### src/rtl/hd6309_pkg.sv
// ---------------------------------------------------------------------------
// hd6309_pkg
// Shared definitions for the HD6309 pin-bus to SoC memory-bus bridge.
//   state_t        : bridge FSM states (IDLE, WDAT, REQ, HOLD)
//   DUMMY_ADDR     : address the CPU drives on a dead (dummy) bus cycle
//   ERR_RDATA      : read value presented on dummy or timed-out cycles
//   is_dummy_cycle : classifies a CPU cycle as a dummy cycle
// ---------------------------------------------------------------------------
package hd6309_pkg;

  typedef enum logic [1:0] {
    ST_IDLE = 2'd0,
    ST_WDAT = 2'd1,
    ST_REQ  = 2'd2,
    ST_HOLD = 2'd3
  } state_t;

  localparam logic [15:0] DUMMY_ADDR = 16'hFFFF;
  localparam logic [7:0]  ERR_RDATA  = 8'hFF;

  // A dummy cycle is a read of 16'hFFFF that is not a vector fetch.
  function automatic logic is_dummy_cycle(input logic [15:0] addr,
                                          input logic        rw,
                                          input logic        bs);
    return (addr == DUMMY_ADDR) && rw && !bs;
  endfunction

endpackage

### src/rtl/hd6309_edge_sync.sv
// ---------------------------------------------------------------------------
// hd6309_edge_sync
// Brings one asynchronous CPU phase clock into the clk domain and produces
// single-cycle rise/fall pulses.
//   clk     : system clock
//   rst_n   : synchronous active-low reset
//   i_async : asynchronous input (E or Q)
//   o_rise  : one-cycle pulse when the synchronized level goes 0->1
//   o_fall  : one-cycle pulse when the synchronized level goes 1->0
// ---------------------------------------------------------------------------
module hd6309_edge_sync #(
  parameter int STAGES = 2
) (
  input  logic clk,
  input  logic rst_n,
  input  logic i_async,
  output logic o_rise,
  output logic o_fall
);

  // r_sync[STAGES-1] is the synchronizer output, r_sync[STAGES] its
  // previous value; edges compare the two.
  logic [STAGES:0] r_sync;
  // Tracks which stages hold real samples since reset, so a level that was
  // already high when reset was released is not mistaken for an edge.
  logic [STAGES:0] r_valid;

  always_ff @(posedge clk) begin
    if (!rst_n) begin
      r_sync  <= '0;
      r_valid <= '0;
    end else begin
      r_sync  <= {r_sync[STAGES-1:0], i_async};
      r_valid <= {r_valid[STAGES-1:0], 1'b1};
    end
  end

  assign o_rise = r_valid[STAGES] &  r_sync[STAGES-1] & ~r_sync[STAGES];
  assign o_fall = r_valid[STAGES] & ~r_sync[STAGES-1] &  r_sync[STAGES];

endmodule

### src/rtl/hd6309_bus_bridge.sv
// ---------------------------------------------------------------------------
// hd6309_bus_bridge
// Turns the HD6309 pin-level bus into single-beat requests on the internal
// memory bus, returns read data to the CPU and stretches the CPU cycle via
// MRDY while memory is busy. A timeout bounds the stretch.
//   clk, rst_n          : system clock, synchronous active-low reset
//   i_cpu_e, i_cpu_q    : CPU phase clocks (asynchronous)
//   i_cpu_rw            : 1 = read
//   i_cpu_ba, i_cpu_bs  : CPU bus status
//   i_cpu_addr/_wdata   : CPU address and data bus
//   o_cpu_rdata         : read data toward the CPU
//   o_cpu_mrdy          : 0 = stretch the current CPU cycle
//   o_mem_req/_we/_addr/_wdata : memory request (held until i_mem_ack)
//   i_mem_ack, i_mem_rdata     : one-cycle completion strobe and read data
//   o_vec_fetch         : pulse at the start of a vector fetch cycle
//   o_bus_err           : pulse when a cycle is force-completed by timeout
// ---------------------------------------------------------------------------
module hd6309_bus_bridge
  import hd6309_pkg::*;
#(
  parameter int SYNC_STAGES = 2,
  parameter int TIMEOUT     = 400,
  parameter bit DROP_DUMMY  = 1'b1
) (
  input  logic        clk,
  input  logic        rst_n,
  input  logic        i_cpu_e,
  input  logic        i_cpu_q,
  input  logic        i_cpu_rw,
  input  logic        i_cpu_ba,
  input  logic        i_cpu_bs,
  input  logic [15:0] i_cpu_addr,
  input  logic [7:0]  i_cpu_wdata,
  output logic [7:0]  o_cpu_rdata,
  output logic        o_cpu_mrdy,
  output logic        o_mem_req,
  output logic        o_mem_we,
  output logic [15:0] o_mem_addr,
  output logic [7:0]  o_mem_wdata,
  input  logic        i_mem_ack,
  input  logic [7:0]  i_mem_rdata,
  output logic        o_vec_fetch,
  output logic        o_bus_err
);

  localparam int                CNT_W    = $clog2(TIMEOUT + 1);
  localparam logic [CNT_W-1:0]  CNT_LAST = CNT_W'(TIMEOUT - 1);
  localparam logic [CNT_W-1:0]  CNT_MAX  = CNT_W'(TIMEOUT);

  logic w_e_rise, w_e_fall, w_q_rise, w_q_fall;

  hd6309_edge_sync #(.STAGES(SYNC_STAGES)) u_sync_e (
    .clk     (clk),
    .rst_n   (rst_n),
    .i_async (i_cpu_e),
    .o_rise  (w_e_rise),
    .o_fall  (w_e_fall)
  );

  hd6309_edge_sync #(.STAGES(SYNC_STAGES)) u_sync_q (
    .clk     (clk),
    .rst_n   (rst_n),
    .i_async (i_cpu_q),
    .o_rise  (w_q_rise),
    .o_fall  (w_q_fall)
  );

  state_t           r_state, w_state;
  logic [CNT_W-1:0] r_cnt, w_cnt;
  logic             r_orphan, w_orphan;
  logic [15:0]      r_addr, w_addr;
  logic             r_rw, w_rw;
  logic [7:0]       r_wdata, w_wdata;
  logic             r_e_up, w_e_up;
  logic             r_e_done, w_e_done;
  logic             r_mem_req, w_mem_req;
  logic             r_mem_we, w_mem_we;
  logic [15:0]      r_mem_addr, w_mem_addr;
  logic [7:0]       r_mem_wdata, w_mem_wdata;
  logic [7:0]       r_rdata, w_rdata;
  logic             r_mrdy, w_mrdy;
  logic             r_vec, w_vec;
  logic             r_err, w_err;

  logic w_e_end;
  logic w_timeout;
  logic w_ack_live;

  // An E fall only ends the cycle if E rose during this cycle.
  assign w_e_end    = w_e_fall & r_e_up;
  assign w_timeout  = (r_cnt == CNT_LAST);
  // Only an ack for our own outstanding request completes the CPU cycle.
  assign w_ack_live = i_mem_ack & r_mem_req & ~r_orphan;

  always_ff @(posedge clk) begin
    if (!rst_n) begin
      r_state     <= ST_IDLE;
      r_cnt       <= '0;
      r_orphan    <= 1'b0;
      r_addr      <= '0;
      r_rw        <= 1'b1;
      r_wdata     <= '0;
      r_e_up      <= 1'b0;
      r_e_done    <= 1'b0;
      r_mem_req   <= 1'b0;
      r_mem_we    <= 1'b0;
      r_mem_addr  <= '0;
      r_mem_wdata <= '0;
      r_rdata     <= ERR_RDATA;
      r_mrdy      <= 1'b1;
      r_vec       <= 1'b0;
      r_err       <= 1'b0;
    end else begin
      r_state     <= w_state;
      r_cnt       <= w_cnt;
      r_orphan    <= w_orphan;
      r_addr      <= w_addr;
      r_rw        <= w_rw;
      r_wdata     <= w_wdata;
      r_e_up      <= w_e_up;
      r_e_done    <= w_e_done;
      r_mem_req   <= w_mem_req;
      r_mem_we    <= w_mem_we;
      r_mem_addr  <= w_mem_addr;
      r_mem_wdata <= w_mem_wdata;
      r_rdata     <= w_rdata;
      r_mrdy      <= w_mrdy;
      r_vec       <= w_vec;
      r_err       <= w_err;
    end
  end

  always_comb begin
    w_state     = r_state;
    w_cnt       = r_cnt;
    w_orphan    = r_orphan;
    w_addr      = r_addr;
    w_rw        = r_rw;
    w_wdata     = r_wdata;
    w_e_up      = r_e_up;
    w_e_done    = r_e_done;
    w_mem_req   = r_mem_req;
    w_mem_we    = r_mem_we;
    w_mem_addr  = r_mem_addr;
    w_mem_wdata = r_mem_wdata;
    w_rdata     = r_rdata;
    w_mrdy      = r_mrdy;
    w_vec       = 1'b0;
    w_err       = 1'b0;

    if (r_state != ST_IDLE) begin
      if (r_cnt != CNT_MAX) begin
        w_cnt = r_cnt + CNT_W'(1);
      end
      if (w_e_rise) begin
        w_e_up = 1'b1;
      end
      // Remember an E fall seen before completion (CPU ignored MRDY) so the
      // cycle returns straight to IDLE once it completes.
      if (w_e_end) begin
        w_e_done = 1'b1;
      end
    end

    // A request abandoned by timeout stays on the bus until memory acks it;
    // that ack carries nothing for the CPU and simply retires the request.
    if (r_orphan && i_mem_ack) begin
      w_orphan  = 1'b0;
      w_mem_req = 1'b0;
    end

    unique case (r_state)
      ST_IDLE: begin
        if (w_q_rise && !i_cpu_ba) begin
          w_addr   = i_cpu_addr;
          w_rw     = i_cpu_rw;
          w_cnt    = '0;
          w_e_up   = 1'b0;
          w_e_done = 1'b0;
          w_vec    = i_cpu_bs;
          if (DROP_DUMMY && is_dummy_cycle(i_cpu_addr, i_cpu_rw, i_cpu_bs)) begin
            w_rdata = ERR_RDATA;
            w_mrdy  = 1'b1;
            w_state = ST_HOLD;
          end else begin
            w_mrdy  = 1'b0;
            w_state = i_cpu_rw ? ST_REQ : ST_WDAT;
          end
        end
      end

      ST_WDAT: begin
        if (w_timeout) begin
          w_err   = 1'b1;
          w_rdata = ERR_RDATA;
          w_mrdy  = 1'b1;
          w_state = (r_e_done || w_e_end) ? ST_IDLE : ST_HOLD;
        end else if (w_q_fall) begin
          w_wdata = i_cpu_wdata;
          w_state = ST_REQ;
        end
      end

      ST_REQ: begin
        if (w_ack_live) begin
          w_mem_req = 1'b0;
          if (r_rw) begin
            w_rdata = i_mem_rdata;
          end
          w_mrdy  = 1'b1;
          w_state = (r_e_done || w_e_end) ? ST_IDLE : ST_HOLD;
        end else if (w_timeout) begin
          w_err   = 1'b1;
          w_rdata = ERR_RDATA;
          w_mrdy  = 1'b1;
          w_state = (r_e_done || w_e_end) ? ST_IDLE : ST_HOLD;
          if (r_mem_req && !r_orphan) begin
            w_orphan = 1'b1;
          end
        end else if (!r_mem_req && !r_orphan) begin
          // Issue only once the bus is free of any orphaned request.
          w_mem_req   = 1'b1;
          w_mem_we    = ~r_rw;
          w_mem_addr  = r_addr;
          w_mem_wdata = r_wdata;
        end
      end

      ST_HOLD: begin
        if (w_e_end) begin
          w_state = ST_IDLE;
        end
      end
    endcase
  end

  assign o_cpu_rdata = r_rdata;
  assign o_cpu_mrdy  = r_mrdy;
  assign o_mem_req   = r_mem_req;
  assign o_mem_we    = r_mem_we;
  assign o_mem_addr  = r_mem_addr;
  assign o_mem_wdata = r_mem_wdata;
  assign o_vec_fetch = r_vec;
  assign o_bus_err   = r_err;

endmodule

### config.mk
export PLATFORM = sky130hd
export DESIGN_NAME = hd6309_bus_bridge
export DESIGN_NICKNAME = d
export VERILOG_FILES = /design/src/rtl/hd6309_pkg.sv /design/src/rtl/hd6309_edge_sync.sv /design/src/rtl/hd6309_bus_bridge.sv
export SDC_FILE = /design/constraint.sdc
export NUM_CORES = 1
export LEC_CHECK = 0
export BUFFER_PORTS_ARGS = -buffer_cell sky130_fd_sc_hd__buf_2
export CELL_PAD_IN_SITES_DETAIL_PLACEMENT = 1
export CELL_PAD_IN_SITES_GLOBAL_PLACEMENT = 1
export CORE_UTILIZATION = 43
export DETAILED_ROUTE_END_ITERATION = 10
export PLACE_DENSITY = 0.88
export SETUP_SLACK_MARGIN = 0.05
export SYNTH_ARGS = -nofsm -noshare
export SYNTH_HDL_FRONTEND = slang
export SYNTH_SLANG_ARGS = --single-unit
### constraint.sdc
create_clock -name clk -period 2.9 [get_ports clk]
set_input_delay 0.435 -clock clk [delete_from_list [all_inputs] [get_ports clk]]
set_output_delay 0.435 -clock clk [all_outputs]
set_load 0.005 [all_outputs]
==> results.cfg <==
[floorplanning]
start_util_pct = 44.9
die_y_um = 92.3
num_rows = 32
core-area_sq_um = 7810
dieArea_sq_um = 8520
die_x_um = 92.3
io_pins = 77

[routing]
finalWirelength_um = 8470
first_iter_violations = 118
drc = 0
first_pass_iters = 4
drtAntennaViolNets = 0
via_count = 2934
avgRoutedWirePerCell_um = 15.0
vias_per_cell = 5.18

[setup_path]
cp-end-kind = register
crit_path_start_kind = register
worstReg2RegEnd = o_cpu_rdata[4]
worstPathRequired_ps = 3110
cp.arrival_ps = 2430
r2r-start = r_state[0]
reg2regPathDepth = 6
max_stage_delay_ps = 450
ff2ff_setup_slack_ps = 680
worst-setup-path-type = reg2reg
crit_fanout = 8
crit_slowest_cell = or2_0
path_cells = inv_1 -> ha_1 -> clkinv_1 -> a31oi_1 -> or2_0 -> o221ai_1

[cts]
clock_sink_count = 85
clock_path_buffers = 2
clock_latency_ps = 350
cts_setup_buffers = 0
post_cts_resized = 0
htreeDepth = 3
cts_tree = built
clk_pin_slew_ps = 80
cts_buffers = 9
holdBufCountCts = 0
cts_root_buffer = clkbuf_8

[sta]
report.final.slew_viol_count = 0
rsz0062_at_grt = false
tightest_slew_ps = 997
finClkSkew_ps = 10.2
fin_crit_sh_pct = 76.4
fin_crit_ps = 2220
relSlewSlack_pct = 32.9
whs_ps = 301
hold_viol = 0
fmax_mhz = 451
fin_setup_tns_ps = 0
setup_violations = 0

[placed_design]
hpwl_um = 6050
gp_congestion = 0.853
port_buffers = 76

[grt]
grt.total_usage_pct = 21.2
grt_pass1_vias = 3008
grt_antenna_before_repair = 0
overflow = 0
grt_pass1_wl_um = 14200
grt_max_degree = 41

[logic_synthesis]
synth-edff-count = 0
ys_types = 54
yosys.area_share.adder_pct = 2.14
yosys-top-cells-count = nand2_1 (95), dfxtp_1 (85), a21boi_0 (22), a21boi_1 (20), inv_1 (17)
yosysMostFrequentCell = nand2_1
synth_mux_area_share_pct = 2.57
yosys-top-cells-area = dfxtp_1 (49%), nand2_1 (10%), a21boi_0 (4.7%), a21boi_1 (4.3%), mux2i_1 (2.6%)
synth_cells = 390
synth_xor_area_share_pct = 1.75
ys_ff_latch = 85
synthFlopType = dfxtp_1
ys_async_sr_fraction_pct = 0
avgSynthCellArea_sq_um = 9.00
synthSimpleGateAreaFrac_pct = 23.0
yosysSeqAreaShare_pct = 48.5
synth_nets = 436
synth_top_area_share_pct = 48.5
yosysTopAreaCell = dfxtp_1
synth_compound_area_share_pct = 16.7
yosys_warnings = 0
synth_top_family_by_area = simple AND/OR/NAND/NOR gates
syn_area_sq_um = 3510

[layout]
layout-drive-gt1-share_pct = 21.8
nets = 506
synthToLayoutAreaGrowth_pct = 17.3
diodes = 0
final_util_pct = 52.7

[pwr]
p_per_area_nw_per_um2 = 618
ir_drop_v = 0.000319
design_power_total_mw = 2.54
p_leak_nw = 1.75

[job]
maxCapViolCount = 0

[outcome]
status = finished, final reports clean

[worst_hold_path]
min_path_type = in2reg
hold_depth = 2
hold_start = i_cpu_e
hold_path_end = u_sync_e.r_sync[0]
[final cells by class]
type	count	area [sq um]
fill	968	3690
sequential	85	1700
multi-input combinational	265	1620
timing repair buffer	81	418
clock buffer	10	128
tap	102	128
inverter	18	67.6
clock inverter	5	52.6
[flip-flops by register name (all words and copies together), names as in the netlist]
| register | flops |
|---|---|
| r_e_done | 1 |
| r_state | 2 |
| u_sync_q.r_sync | 3 |
| o_mem_we | 1 |
| o_vec_fetch | 1 |
| r_e_up | 1 |
| r_orphan | 1 |
| u_sync_e.r_sync | 3 |
| o_mem_req | 1 |
| o_cpu_mrdy | 1 |
| r_addr | 16 |
| o_cpu_rdata | 8 |
| o_mem_wdata | 8 |
| u_sync_q.r_valid | 3 |
| o_bus_err | 1 |
| r_wdata | 8 |
| r_cnt | 9 |
| o_mem_addr | 16 |
| r_rw | 1 |
[kinds of logic after synthesis]
kind of cell    Yosys count
compound gates           80
xor+xnor                  7
fa+ha+maj                 6
buf+inv                  40
flops                    85
mux                       9
simple gates            163
[power breakdown]
group          total (mW)  switching, mW  internal [mW]  leakage, nW
clock               0.794          0.405          0.389       0.0919
sequential           1.26         0.0490           1.21        0.687
combinational       0.490          0.307          0.183        0.966
[cells in the final DEF, fill, tap and decap left out, drive strengths merged, types with 4 or more instances in the layout]
cell type,count
a21boi,42
a21oi,12
and2,11
buf,81
clkbuf,10
clkinv,4
dfxtp,85
ha,6
inv,17
mux2i,9
nand2,95
nand3,4
nand4,4
nor2,15
nor2b,10
o221ai,9
xor2,4
[layer usage]
metal  share of wire, %  vias up  GRT usage, %
li1                   -     1451             -
met1                 46     1421          26.0
met2                 49       50          36.5
met3                2.6       12          2.79
met4                2.4        0          10.2
met5                  0        -             0
[critical path, delay by kind of cell, from the launching register on]
kind,cells,cell delay [ps]
compound gates,2,560
simple gates,1,450
buf+inv,2,390
flops,1,350
fa+ha+maj,1,340
[worst max-delay path by stage]
stage | endpoint | cells after the start | startpoint
2_1_floorplan | o_mem_addr[0] | 9 | r_cnt[0]
3_3_place_gp | o_cpu_rdata[0] | 6 | r_state[0]
3_5_place_dp | o_cpu_rdata[1] | 6 | r_state[0]
4_1_cts | o_cpu_rdata[1] | 6 | r_state[0]
5_1_grt | o_cpu_rdata[7] | 6 | r_state[0]
6_report | o_cpu_rdata[4] | 6 | r_state[0]
[stage by stage]
stage,instances,cell area (sq um),setup WS (ps)
after CTS,566,4110,668
after floorplan,390,3510,1010
after detailed placement,551,3930,678
after global placement,551,3930,874
after global routing,566,4110,505
final,566,4110,684
Note: power is estimated with default switching activity, not from simulation.
